**src/rtl/game_ctl.sv**
```systemverilog
// rtl/game_ctl.sv - Duck Hunt game sequencer: duck launch, shots, hits, rounds, fly-away timeout, score
module game_ctl #(
    parameter int DUCKS_PER_ROUND = 10,
    parameter int SHOTS_PER_DUCK  = 3,
    parameter int HITS_TO_PASS    = 6,
    parameter int FLY_FRAMES      = 300,
    parameter int PAUSE_FRAMES    = 60,
    parameter int HIT_POINTS      = 100
) (
    input  logic        clk,
    input  logic        rst,
    input  logic        new_frame,
    input  logic        start,
    input  logic        trigger,
    input  logic        duck_hit,
    input  logic        duck_offscreen,
    output logic        duck_launch,
    output logic        duck_fly_away,
    output logic        duck_falling,
    output logic [1:0]  shots_left,
    output logic [3:0]  duck_idx,
    output logic [3:0]  hits,
    output logic [3:0]  round_no,
    output logic [15:0] score,
    output logic        game_over
);
    localparam int FMAX = (FLY_FRAMES > PAUSE_FRAMES) ? FLY_FRAMES : PAUSE_FRAMES;
    localparam int FW   = $clog2(FMAX + 1);

    typedef enum logic [2:0] {
        IDLE, LAUNCH, FLY, FALL, ESCAPE, NEXT, ROUND_END, GAME_OVER
    } state_t;

    state_t        state, state_n;
    logic [FW-1:0] fcnt, fcnt_n;
    logic [1:0]    shots_n;
    logic [3:0]    idx_n, hits_n, round_n;
    logic [15:0]   score_n;
    logic [16:0]   score_sum;

    assign score_sum = {1'b0, score} + 17'(HIT_POINTS);

    always_comb begin
        state_n = state;
        fcnt_n  = fcnt;
        shots_n = shots_left;
        idx_n   = duck_idx;
        hits_n  = hits;
        round_n = round_no;
        score_n = score;
        case (state)
            IDLE: begin
                if (start) begin
                    score_n = '0;
                    hits_n  = '0;
                    idx_n   = '0;
                    round_n = 4'd1;
                    state_n = LAUNCH;
                end
            end
            LAUNCH: state_n = FLY;
            FLY: begin
                if (duck_hit) begin
                    hits_n  = (hits == 4'hF) ? hits : hits + 4'd1;
                    score_n = score_sum[16] ? 16'hFFFF : score_sum[15:0];
                    if (trigger && shots_left != 2'd0)
                        shots_n = shots_left - 2'd1;
                    state_n = FALL;
                end else if (trigger && shots_left == 2'd1) begin
                    shots_n = 2'd0;
                    state_n = ESCAPE;
                end else if (trigger && shots_left > 2'd1) begin
                    shots_n = shots_left - 2'd1;
                end else if (new_frame) begin
                    if (fcnt == FW'(FLY_FRAMES - 1))
                        state_n = ESCAPE;
                    else
                        fcnt_n = fcnt + 1'b1;
                end
            end
            FALL, ESCAPE: begin
                if (duck_offscreen) begin
                    state_n = NEXT;
                    fcnt_n  = '0;
                end
            end
            NEXT: begin
                if (new_frame) begin
                    if (fcnt == FW'(PAUSE_FRAMES - 1)) begin
                        if (duck_idx == 4'(DUCKS_PER_ROUND - 1)) begin
                            state_n = ROUND_END;
                            fcnt_n  = '0;
                        end else begin
                            idx_n   = duck_idx + 4'd1;
                            state_n = LAUNCH;
                        end
                    end else begin
                        fcnt_n = fcnt + 1'b1;
                    end
                end
            end
            ROUND_END: begin
                if (new_frame) begin
                    if (fcnt == FW'(PAUSE_FRAMES - 1)) begin
                        if (hits >= 4'(HITS_TO_PASS)) begin
                            round_n = (round_no == 4'hF) ? round_no : round_no + 4'd1;
                            hits_n  = '0;
                            idx_n   = '0;
                            state_n = LAUNCH;
                        end else begin
                            state_n = GAME_OVER;
                        end
                    end else begin
                        fcnt_n = fcnt + 1'b1;
                    end
                end
            end
            GAME_OVER: begin
                if (start)
                    state_n = IDLE;
            end
            default: state_n = IDLE;
        endcase
        // Arm the duck on entry so shots_left is already valid during the launch pulse.
        if (state_n == LAUNCH) begin
            shots_n = 2'(SHOTS_PER_DUCK);
            fcnt_n  = '0;
        end
    end

    always_ff @(posedge clk) begin
        if (rst) begin
            state         <= IDLE;
            fcnt          <= '0;
            shots_left    <= '0;
            duck_idx      <= '0;
            hits          <= '0;
            round_no      <= 4'd1;
            score         <= '0;
            duck_launch   <= 1'b0;
            duck_fly_away <= 1'b0;
            duck_falling  <= 1'b0;
            game_over     <= 1'b0;
        end else begin
            state         <= state_n;
            fcnt          <= fcnt_n;
            shots_left    <= shots_n;
            duck_idx      <= idx_n;
            hits          <= hits_n;
            round_no      <= round_n;
            score         <= score_n;
            duck_launch   <= (state_n == LAUNCH);
            duck_fly_away <= (state_n == ESCAPE);
            duck_falling  <= (state_n == FALL);
            game_over     <= (state_n == GAME_OVER);
        end
    end
endmodule

```
**config.mk**
```make
export PLATFORM = sky130hd
export DESIGN_NAME = game_ctl
export DESIGN_NICKNAME = d
export VERILOG_FILES = /design/src/rtl/game_ctl.sv
export SDC_FILE = /design/constraint.sdc
export NUM_CORES = 1
export LEC_CHECK = 0
export ABC_AREA = 0
export CAP_MARGIN = 10
export CORE_UTILIZATION = 25
export CTS_CLUSTER_SIZE = 10
export DETAILED_ROUTE_END_ITERATION = 10
export PLACE_DENSITY = 0.4
export SLEW_MARGIN = 10
export SYNTH_ARGS = -nofsm -noshare
export SYNTH_HDL_FRONTEND = slang
export SYNTH_SLANG_ARGS = --single-unit
```
**constraint.sdc**
```tcl
create_clock -name clk -period 2.65 [get_ports clk]
set_input_delay 0.53 -clock clk [delete_from_list [all_inputs] [get_ports clk]]
set_output_delay 0.53 -clock clk [all_outputs]
set_load 0.01 [all_outputs]
```
==> results.md, run 1 <==
* Outcome: finished clean
* Dominant combinational cell family by area after synthesis: simple AND/OR/NAND/NOR gates
* Cell count of the worst reg-to-reg path at 6
* Die outline height at 108 um
* Vias at approximately 2800
* Count of different cell masters after synthesis at just over 60
* Weighted congestion at the end of routability-driven global placement at around 0.77
* Final TNS setup at 0 ns
* Worst Tran Pin Value at roughly 0.9 ns
* Clock edge transition at the registers on the reported setup and hold paths at 0.07 ns
* Overall routing resource usage at 0.150
* Hold Crit Depth at 2
* Routed vias/inst at approximately 5.2
* Layout Area Growth over Synthesis at 28.6%
* Maximum fanout count along the critical path at 10
* WL final at 8460 um
* DRC marker count from the first detailed-route iteration at between 100 and 150
* Fin util at 0.332
* Clock network latency to the later pin of the worst-skew pair at 0.29 ns
* Nets@finish at 415
* Synthesis-stage register bit count at 45
* Number of buffer cells added on primary ports at 40
* Worst setup slack after layout at around 0.21 ns
* Initial standard-cell utilization of the core at 0.258
* Cell type contributing the most total cell area after synthesis: sky130_fd_sc_hd__dfxtp_1
* Max H-tree Level at 2
* Share of synthesized cell area in and, or, nand and nor gates at 0.310
* Unrepaired setup endpoints after global routing: no
* Synth Warn # at 0
* Worst-case clock buffer depth at 2
* Sequential element share of the synthesized area at 0.319
* Root Buffer Master: sky130_fd_sc_hd__clkbuf_16
* Compound-gate portion of the synthesized area at 0.262
* Avg Cell Area, Syn at 8.10 um2
* Most common cell after layout, fill and taps aside: sky130_fd_sc_hd__dfxtp_1
* Most used flip-flop cell after synthesis: sky130_fd_sc_hd__dfxtp_1
* Worst min-delay path category: reg2reg
* Post-synthesis net count at about 370
* Leakage Power at 1.26 nW
* Leading cell types in the layout, fill and taps excluded: sky130_fd_sc_hd__dfxtp_1 (45), sky130_fd_sc_hd__clkdlybuf4s50_1 (40), sky130_fd_sc_hd__nor2_1 (34), sky130_fd_sc_hd__o21ai_0 (31)
* Die Area at 11700 um2
* I/O Pins at 41
* Initial antenna violation count at 0
* Kind of critical path: reg2reg
* Remaining design rule violation count at 0
* Power per unit of standard cell area at 823 nW/um2
* First-pass detailed-route iteration total at 4
* Share of the clock period used by the worst path at 0.921
* Minimum clock period at 2.44 ns
* Layout cells sized above 1 at 0.108
* Filler cells at 1170
* Post-Synth XOR/XNOR Area at 0.0124
* Core area at 10900 um2
* Antenna diodes at 0
* Total setup violations reported at the end of the flow at 0
* Largest net degree at the start of global routing at 27
* Final number of hold-violating endpoints at 0
* Standard-cell row count at 38
* Required time of the worst setup path at 2.83 ns
* Fraction of synthesized cell area taken by the top area cell type at 0.319
* Worst-case setup slack after placement at -0.0260 ns
* Cell types with the largest area share after synthesis: sky130_fd_sc_hd__dfxtp_1 (32%), sky130_fd_sc_hd__o21ai_0 (5.5%), sky130_fd_sc_hd__nor2_1 (4.5%)
* Synthesized-area fraction occupied by adder cells at 0.0398
* Post-DP HPWL at between 6000 and 7000 um
* Number of global-route vias before repair at 2629
* Number of cells in the design after placement at 532
* Post-cts hold buffer count at 0
* Total of cells resized after clock tree synthesis at 0
* Type of origin of the critical path: flip-flop
* Grt ovf at 0
* Horizontal extent of the die at between 100 and 150 um
* IR Drop Worst-Case VDD at between 0.2 and 0.3 mV
* Critical path arrival at between 2 and 3 ns
* Maxcap violations at 0
* Critical path capture point type: flip-flop
* Final Skew at 0.00956 ns
* Number of cells in the finished layout apart from fillers at 540
* Max-slew violations at 0
* Fraction of registers with async set or reset after synthesis at 0
* Area of the mapped netlist at ~2800 um2
* Avg WL per Cell at ~16 um
* TritonCTS Buffers at 5
* Wire length of the first global-routing pass at ~14000 um
* CTS tree: done
* Max Clock Freq at around 0.41 GHz
* Headroom to the max-slew limit at 0.379
* Proportion of synthesized area in mux cells at 0.0106
* Count of flip-flops with a built-in enable after synthesis at 0
* Count of nets left with antenna violations after detail routing at 0
* Count of buffers added by post-CTS timing repair for setup at 0
* Number of sinks handled by clock tree synthesis at 45
* Number of instances in the synthesized netlist at 349
## cell type report
type,instances,area [um2],share of cell area
clock inverters,3,21.3,0.00585
well taps,140,175,0.0482
flip-flops and latches,45,901,0.248
clock buffers,5,125,0.0344
inverters,12,45.0,0.0124
multi-input cells,272,1790,0.494
repair buffers,63,573,0.158
## through the flow
stage	hold WS [ns]	instance area, um2	total power [mW]
after global placement	0.462	3490	2.38
after floorplan	0.459	2830	1.79
after CTS	0.484	3630	3.03
final	0.476	3630	2.99
after global routing	0.522	3630	3.22
after detailed placement	0.474	3490	2.37
## layer usage
| layer | vias up | GRT usage | share of wire |
|---|---|---|---|
| met2 | 47 | 0.251 | 0.47 |
| met4 | 0 | 0.0328 | 0.0065 |
| met5 | - | 0 | 0 |
| met3 | 4 | 0.0205 | 0.030 |
| li1 | 1409 | - | - |
| met1 | 1373 | 0.205 | 0.50 |
## sequential cells by signal, indices dropped and copies added, names as in the netlist
register and flops:
fcnt 9, duck_idx 4, shots_left 2, duck_launch 1, score 15, game_over 1
duck_fly_away 1, round_no 4, hits 4, state 3, duck_falling 1
## synth_stat cells, drive strengths merged, types with 8 or more instances
library cell	n
dfxtp	45
nor2	34
o21ai	33
a21oi	24
nand2	22
nand3	14
clkbuf	13
inv	12
o211ai	10
ha	9
or3	9
nor2b	8
## worst max-delay path, stage by stage, from the launching register on
cell and delay (ns):
sky130_fd_sc_hd__dfxtp_1 0.37, sky130_fd_sc_hd__ha_1 0.19, sky130_fd_sc_hd__and4b_1 0.38, sky130_fd_sc_hd__a21oi_1 0.12, sky130_fd_sc_hd__o21ai_1 0.64, sky130_fd_sc_hd__nor3_1 0.33
sky130_fd_sc_hd__a32o_1 0.30
## power breakdown
part | leakage (nW) | switching (mW) | internal [mW] | total, mW
combinational | 0.827 | 0.770 | 0.635 | 1.41
sequential | 0.365 | 0.160 | 0.783 | 0.944
clock | 0.0702 | 0.291 | 0.352 | 0.643
## worst paths after layout
kind	startpoint	endpoint	slack, ns
worst min-delay path	score[0]	score[0]	0.48
worst min register to register	score[0]	score[0]	0.48
worst max-delay path	fcnt[0]	fcnt[4]	0.21
worst max register to register	fcnt[0]	fcnt[4]	0.21
## logic make-up after synthesis
group / Yosys count
simple gates: 149
mux: 3
xor+xnor: 4
flops: 45
buf+inv: 32
fa+ha+maj: 9
compound gates: 107
Note: power is estimated with default switching activity, not from simulation.
==> run 2, diff against run 1 <==
--- a/config.mk
+++ b/config.mk
@@ -10,7 +10,8 @@
 export CORE_UTILIZATION = 25
 export CTS_CLUSTER_SIZE = 10
 export DETAILED_ROUTE_END_ITERATION = 10
-export PLACE_DENSITY = 0.4
+export DONT_BUFFER_PORTS = 1
+export PLACE_DENSITY = 0.35
 export SLEW_MARGIN = 10
 export SYNTH_ARGS = -nofsm -noshare
 export SYNTH_HDL_FRONTEND = slang
==> results.md, run 2 (synthesis results as in run 1) <==
* PnR Total Power at 3.00 mW (was 2.99 mW)
* Uppermost metal layer occupied by signal nets: met4 (unchanged)
* Power per unit of standard cell area at 910 nW/um2 (was 823 nW/um2)
* Root Buffer Master: sky130_fd_sc_hd__clkbuf_16 (unchanged)
* Nets@finish at 376 (was 415)
* I/O Pins at 41 (unchanged)
* Kind of critical path: reg2reg (unchanged)
* Final number of hold-violating endpoints at 0 (unchanged)
* Wire length on met1 at 4450 um (was 4200 um)
* Type of origin of the critical path: flip-flop (unchanged)
* Final Skew at 0.00399 ns (was 0.00956 ns)
* Unrepaired setup endpoints after global routing: no (unchanged)
* Number of buffer cells added on primary ports at 0 (was 40)
* Max H-tree Level at 2 (unchanged)
* Overall routing resource usage at 0.150 (about the same)
* Filler cells at 1184 (was 1170)
* Fin util at 0.302 (was 0.332)
* Required time of the worst setup path at 2.87 ns (was 2.83 ns)
* Initial standard-cell utilization of the core at 0.258 (unchanged)
* Largest net degree at the start of global routing at 35 (was 27)
* Worst-case setup slack after placement at 0.193 ns (was -0.0260 ns)
* Max-slew violations at 0 (unchanged)
* Avg WL per Cell at 17.1 um (was 15.7 um)
* Detailed route wirelength on metal2 at 3600 um (was 3950 um)
* Headroom to the max-slew limit at 0.472 (was 0.379)
* Standard-cell row count at 38 (unchanged)
* Number of sinks handled by clock tree synthesis at 45 (unchanged)
* Worst min-delay path category: in2reg (was reg2reg)
* Outcome: finished clean (unchanged)
* Minimum clock period at 2.42 ns (was 2.44 ns)
* Top flop regs: score x15, fcnt x9 (unchanged)
* Share of the clock period used by the worst path at 0.913 (was 0.921)
* Most common cell after layout, fill and taps aside: sky130_fd_sc_hd__dfxtp_1 (unchanged)
* Routed vias/inst at 5.35 (was 5.25)
* Final TNS setup at 0 ns (unchanged)
* Max Clock Freq at 0.413 GHz (was 0.410 GHz)
* Leakage Power at 1.15 nW (was 1.26 nW)
* Layout cells sized above 1 at 0.130 (was 0.108)
* Initial antenna violation count at 0 (unchanged)
* Grt ovf at 0 (unchanged)
* Maxcap violations at 0 (unchanged)
* Worst Tran Pin Value at 0.791 ns (was 0.925 ns)
* Worst setup slack after layout at 0.230 ns (was 0.209 ns)
* Remaining design rule violation count at 0 (unchanged)
* Worst-case clock buffer depth at 2 (unchanged)
* Maximum fanout count along the critical path at 10 (unchanged)
* Clock edge transition at the registers on the reported setup and hold paths at 0.07 ns (about the same)
* First-pass detailed-route iteration total at 4 (unchanged)
* Register with the most flip-flops: score (unchanged)
* IR Drop Worst-Case VDD at 0.364 mV (was 0.262 mV)
* Critical path arrival at 2.64 ns (was 2.62 ns)
* Met3 layer wire length in the routed design at 439 um (was 257 um)
* Number of global-route vias before repair at 2457 (was 2629)
* Horizontal extent of the die at 108 um (unchanged)
* Worst slack on hold paths at 0.303 ns (was 0.476 ns)
* Wire length of the first global-routing pass at 13600 um (was 13800 um)
* Layout Area Growth over Synthesis at 16.7% (was 28.6%)
* Count of buffers added by post-CTS timing repair for setup at 0 (unchanged)
* TritonCTS Buffers at 5 (unchanged)
* Post-DP HPWL at 6220 um (was 6240 um)
* Core area at 10900 um2 (unchanged)
* CTS tree: done (unchanged)
* Flip-flop count of the largest register, all copies and words added at 15 (unchanged)
* Total setup violations reported at the end of the flow at 0 (unchanged)
* Die Area at 11700 um2 (unchanged)
* DRC marker count from the first detailed-route iteration at 104 (was 132)
* Critical path capture point type: flip-flop (unchanged)
* Leading cell types in the layout, fill and taps excluded: sky130_fd_sc_hd__dfxtp_1 (45), sky130_fd_sc_hd__nor2_1 (34), sky130_fd_sc_hd__o21ai_0 (31), sky130_fd_sc_hd__buf_4 (24), sky130_fd_sc_hd__a21oi_1 (23) (was sky130_fd_sc_hd__dfxtp_1 (45), sky130_fd_sc_hd__clkdlybuf4s50_1 (40), sky130_fd_sc_hd__nor2_1 (34), sky130_fd_sc_hd__o21ai_0 (31))
* Clock network latency to the later pin of the worst-skew pair at 0.29 ns (about the same)
* Antenna diodes at 0 (unchanged)
* WL final at 8550 um (was 8460 um)
* Weighted congestion at the end of routability-driven global placement at 0.761 (was 0.768)
* Vias at 2678 (was 2833)
* Die outline height at 108 um (unchanged)
* Count of nets left with antenna violations after detail routing at 0 (unchanged)
-- run 2: critical path, stage by stage, from the launching register on --
cell and delay, ns:
sky130_fd_sc_hd__dfxtp_1 0.37, sky130_fd_sc_hd__ha_1 0.27, sky130_fd_sc_hd__and4b_2 0.37, sky130_fd_sc_hd__o2111ai_4 0.22, sky130_fd_sc_hd__a221o_1 0.57, sky130_fd_sc_hd__or3_1 0.42
sky130_fd_sc_hd__a21oi_2 0.13
-- run 2: per-stage QoR --
| step | cells | instance area [um2] |
|---|---|---|
| 3_3_place_gp | 493 | 3100 |
| 6_report | 501 | 3300 |
| 5_1_grt | 501 | 3300 |
| 3_5_place_dp | 493 | 3100 |
| 4_1_cts | 501 | 3290 |
| 2_1_floorplan | 349 | 2830 |
-- run 2: worst paths after layout --
path / start / end / slack (ns) / cells after the start
min reg2reg: fcnt[0] / fcnt[0] / 0.51 / 2
max reg2reg: fcnt[0] / duck_idx[1] / 0.23 / 6
max: fcnt[0] / duck_idx[1] / 0.23 / 6
min: rst / duck_idx[1] / 0.30 / 1
-- run 2: timing repair --
action                     CTS  global route
resized for setup            0             3
hold buffers                 0             0
setup endpoints to repair    0            11
-- run 2: final cells by class --
cell class	count	area, um2	area share
Sequential cell	45	901	0.273
Clock buffer	5	125	0.0379
Inverter	12	45.0	0.0137
Clock inverter	3	65.1	0.0197
Multi-Input combinational cell	272	1810	0.548
Tap cell	140	175	0.0531
Timing Repair Buffer	24	180	0.0546
-- run 2: power by group --
| group | internal, mW | total, mW | switching [mW] |
|---|---|---|---|
| sequential | 0.784 | 0.994 | 0.210 |
| combinational | 0.491 | 1.19 | 0.696 |
| clock | 0.539 | 0.823 | 0.283 |
-- run 2: per-layer routing --
metal | vias to the layer above | track usage
li1 | 1333 | -
met1 | 1288 | 0.222
met4 | 0 | 0.0309
met2 | 53 | 0.220
met3 | 4 | 0.0338
met5 | - | 0
==> run 3, diff against run 2 <==
--- a/config.mk
+++ b/config.mk
@@ -11,7 +11,7 @@
 export CTS_CLUSTER_SIZE = 10
 export DETAILED_ROUTE_END_ITERATION = 10
 export DONT_BUFFER_PORTS = 1
-export PLACE_DENSITY = 0.35
+export PLACE_DENSITY = 0.47
 export SLEW_MARGIN = 10
 export SYNTH_ARGS = -nofsm -noshare
 export SYNTH_HDL_FRONTEND = slang
==> results.md, run 3 (synthesis results as in run 1) <==
* Outcome: finished clean (unchanged)
* Critical path buffers and inverters at 1 (was 0)
* Die outline height at 108 um (unchanged)
* Horizontal extent of the die at 108 um (unchanged)
* Avg WL per Cell at 15.9 um (was 17.1 um)
* IR Drop Worst-Case VDD at 0.288 mV (was 0.364 mV)
* Flip-flop count of the largest register, all copies and words added at 15 (unchanged)
* WL final at 7770 um (was 8550 um)
* Area of all sequential standard cells at 901 um2 (unchanged)
* Highest cell delay on the worst timing path at 0.59 ns (was 0.57 ns)
* Wire length of the first global-routing pass at 12500 um (was 13600 um)
* Max Clock Freq at 0.407 GHz (was 0.413 GHz)
* DRC marker count from the first detailed-route iteration at 255 (was 104)
* Count of buffers added by post-CTS timing repair for setup at 0 (unchanged)
* Leakage Power at 1.08 nW (was 1.15 nW)
* Die Area at 11700 um2 (unchanged)
* Vias at 2640 (was 2678)
* Worst min-delay path category: in2reg (unchanged)
* Number of global-route vias before repair at 2442 (was 2457)
* Overall routing resource usage at 0.135 (was 0.150)
* Weighted congestion at the end of routability-driven global placement at 0.781 (was 0.761)
* Root Buffer Master: sky130_fd_sc_hd__clkbuf_16 (unchanged)
* Register with the most flip-flops: score (unchanged)
* Kind of critical path: reg2reg (unchanged)
* Leading cell types in the layout, fill and taps excluded: sky130_fd_sc_hd__dfxtp_1 (45), sky130_fd_sc_hd__nor2_1 (34), sky130_fd_sc_hd__o21ai_0 (31), sky130_fd_sc_hd__a21oi_1 (23), sky130_fd_sc_hd__nand2_1 (22) (was sky130_fd_sc_hd__dfxtp_1 (45), sky130_fd_sc_hd__nor2_1 (34), sky130_fd_sc_hd__o21ai_0 (31), sky130_fd_sc_hd__buf_4 (24), sky130_fd_sc_hd__a21oi_1 (23))
* Final TNS setup at 0 ns (unchanged)
* First-pass detailed-route iteration total at 4 (unchanged)
* Ordered cell list for the critical path: ha_1 -> nand4bb_1 -> a2111oi_0 -> buf_4 -> nor3_1 -> a211oi_1 -> and4b_1 (was ha_1 -> and4b_2 -> o2111ai_4 -> a221o_1 -> or3_1 -> a21oi_2)
* Count of nets left with antenna violations after detail routing at 0 (unchanged)
* Slowest CP cell: sky130_fd_sc_hd__a2111oi_0 (was sky130_fd_sc_hd__a221o_1)
* Max-slew violations at 0 (unchanged)
* Worst-case setup slack after placement at 0.259 ns (was 0.193 ns)
* Worst Tran Pin Value at 0.767 ns (was 0.791 ns)
* Largest net degree at the start of global routing at 35 (unchanged)
* Worst setup slack after layout at 0.192 ns (was 0.230 ns)
* CTS tree: done (unchanged)
* Maximum fanout count along the critical path at 6 (was 10)
* Most common cell after layout, fill and taps aside: sky130_fd_sc_hd__dfxtp_1 (unchanged)
* Filler cells at 1171 (was 1184)
* Core area at 10900 um2 (unchanged)
* Final number of hold-violating endpoints at 0 (unchanged)
* Routed vias/inst at 5.39 (was 5.35)
* Clock edge transition at the registers on the reported setup and hold paths at 0.06 ns (was 0.07 ns)
* Top flop regs: score x15, fcnt x9 (unchanged)
* Initial standard-cell utilization of the core at 0.258 (unchanged)
* Critical path capture point type: flip-flop (unchanged)
* Layout Area Growth over Synthesis at 12.5% (was 16.7%)
* Worst-case clock buffer depth at 2 (unchanged)
* Unrepaired setup endpoints after global routing: no (unchanged)
* Total setup violations reported at the end of the flow at 0 (unchanged)
* Post-cts hold buffer count at 0 (unchanged)
* Post-DP HPWL at 5630 um (was 6220 um)
* Critical path arrival at 2.67 ns (was 2.64 ns)
* Hold Crit Depth at 1 (unchanged)
* Antenna diodes at 0 (unchanged)
* Type of origin of the critical path: flip-flop (unchanged)
* Number of sinks handled by clock tree synthesis at 45 (unchanged)
* Clock network latency to the later pin of the worst-skew pair at 0.28 ns (was 0.29 ns)
* Number of buffer cells added on primary ports at 0 (unchanged)
* Standard-cell row count at 38 (unchanged)
* TritonCTS Buffers at 5 (unchanged)
* Minimum clock period at 2.46 ns (was 2.42 ns)
* Total of cells resized after clock tree synthesis at 0 (unchanged)
* Final Skew at 0.00613 ns (was 0.00399 ns)
* Maxcap violations at 0 (unchanged)
* Power per unit of standard cell area at 885 nW/um2 (was 910 nW/um2)
* Headroom to the max-slew limit at 0.485 (was 0.472)
* Cell count of the worst reg-to-reg path at 7 (was 6)
* Initial antenna violation count at 0 (unchanged)
* Max H-tree Level at 2 (unchanged)
* I/O Pins at 41 (unchanged)
* Count of cell instances traversed by the critical path at 7 (was 6)
* Share of the clock period used by the worst path at 0.927 (was 0.913)
* Multi-input combinational cell area at 1790 um2 (was 1810 um2)
* Layout cells sized above 1 at 0.0914 (was 0.130)
* Nets@finish at 365 (was 376)
* Grt ovf at 0 (unchanged)
* Remaining design rule violation count at 0 (unchanged)
* Required time of the worst setup path at 2.87 ns (about the same)
* Dominant delay contributor by cell family on the critical path: compound AO/OA/AOI/OAI gates (unchanged)
## run 3: where the power goes
group          internal, mW  total [mW]  switching, mW  leakage, nW
combinational         0.442        1.09          0.646        0.635
sequential            0.784        1.01          0.228        0.365
clock                 0.447       0.713          0.265       0.0810
total                  1.67        2.81           1.14         1.08
## run 3: stage by stage
stage	std cells	power (mW)	utilization	area [um2]	hold WS, ns
floorplan	349	1.79	-	2830	0.459
global placement	482	2.11	0.276	3010	0.481
detailed placement	482	2.12	0.276	3010	0.485
CTS	490	2.84	0.291	3180	0.300
global route	490	3.01	0.291	3180	0.296
finish	490	2.81	0.291	3180	0.304
## run 3: area by class of cell
cell class                      count  share of cell area
Sequential cell                    45               0.283
Timing Repair Buffer               13              0.0307
Clock inverter                      2              0.0122
Inverter                           12              0.0142
Tap cell                          140              0.0551
Multi-Input combinational cell    272               0.564
Clock buffer                        6              0.0405
## run 3: layer usage
layer  wire, um  vias up  part of all wire  global-route usage
met5          0        -                 0                   0
met4         68        0            0.0088              0.0309
met3        531        4             0.068              0.0386
met2       3620       70              0.47               0.225
met1       3550     1252              0.46               0.170
li1           -     1314                 -                   -
## run 3: path summary, 6_finish.rpt
path                        end  startpoint  slack [ns]
hold / removal      duck_idx[1]         rst        0.30
setup reg to reg  duck_fly_away     fcnt[0]        0.19
hold reg to reg         fcnt[1]     fcnt[1]        0.50
setup / recovery  duck_fly_away     fcnt[0]        0.19
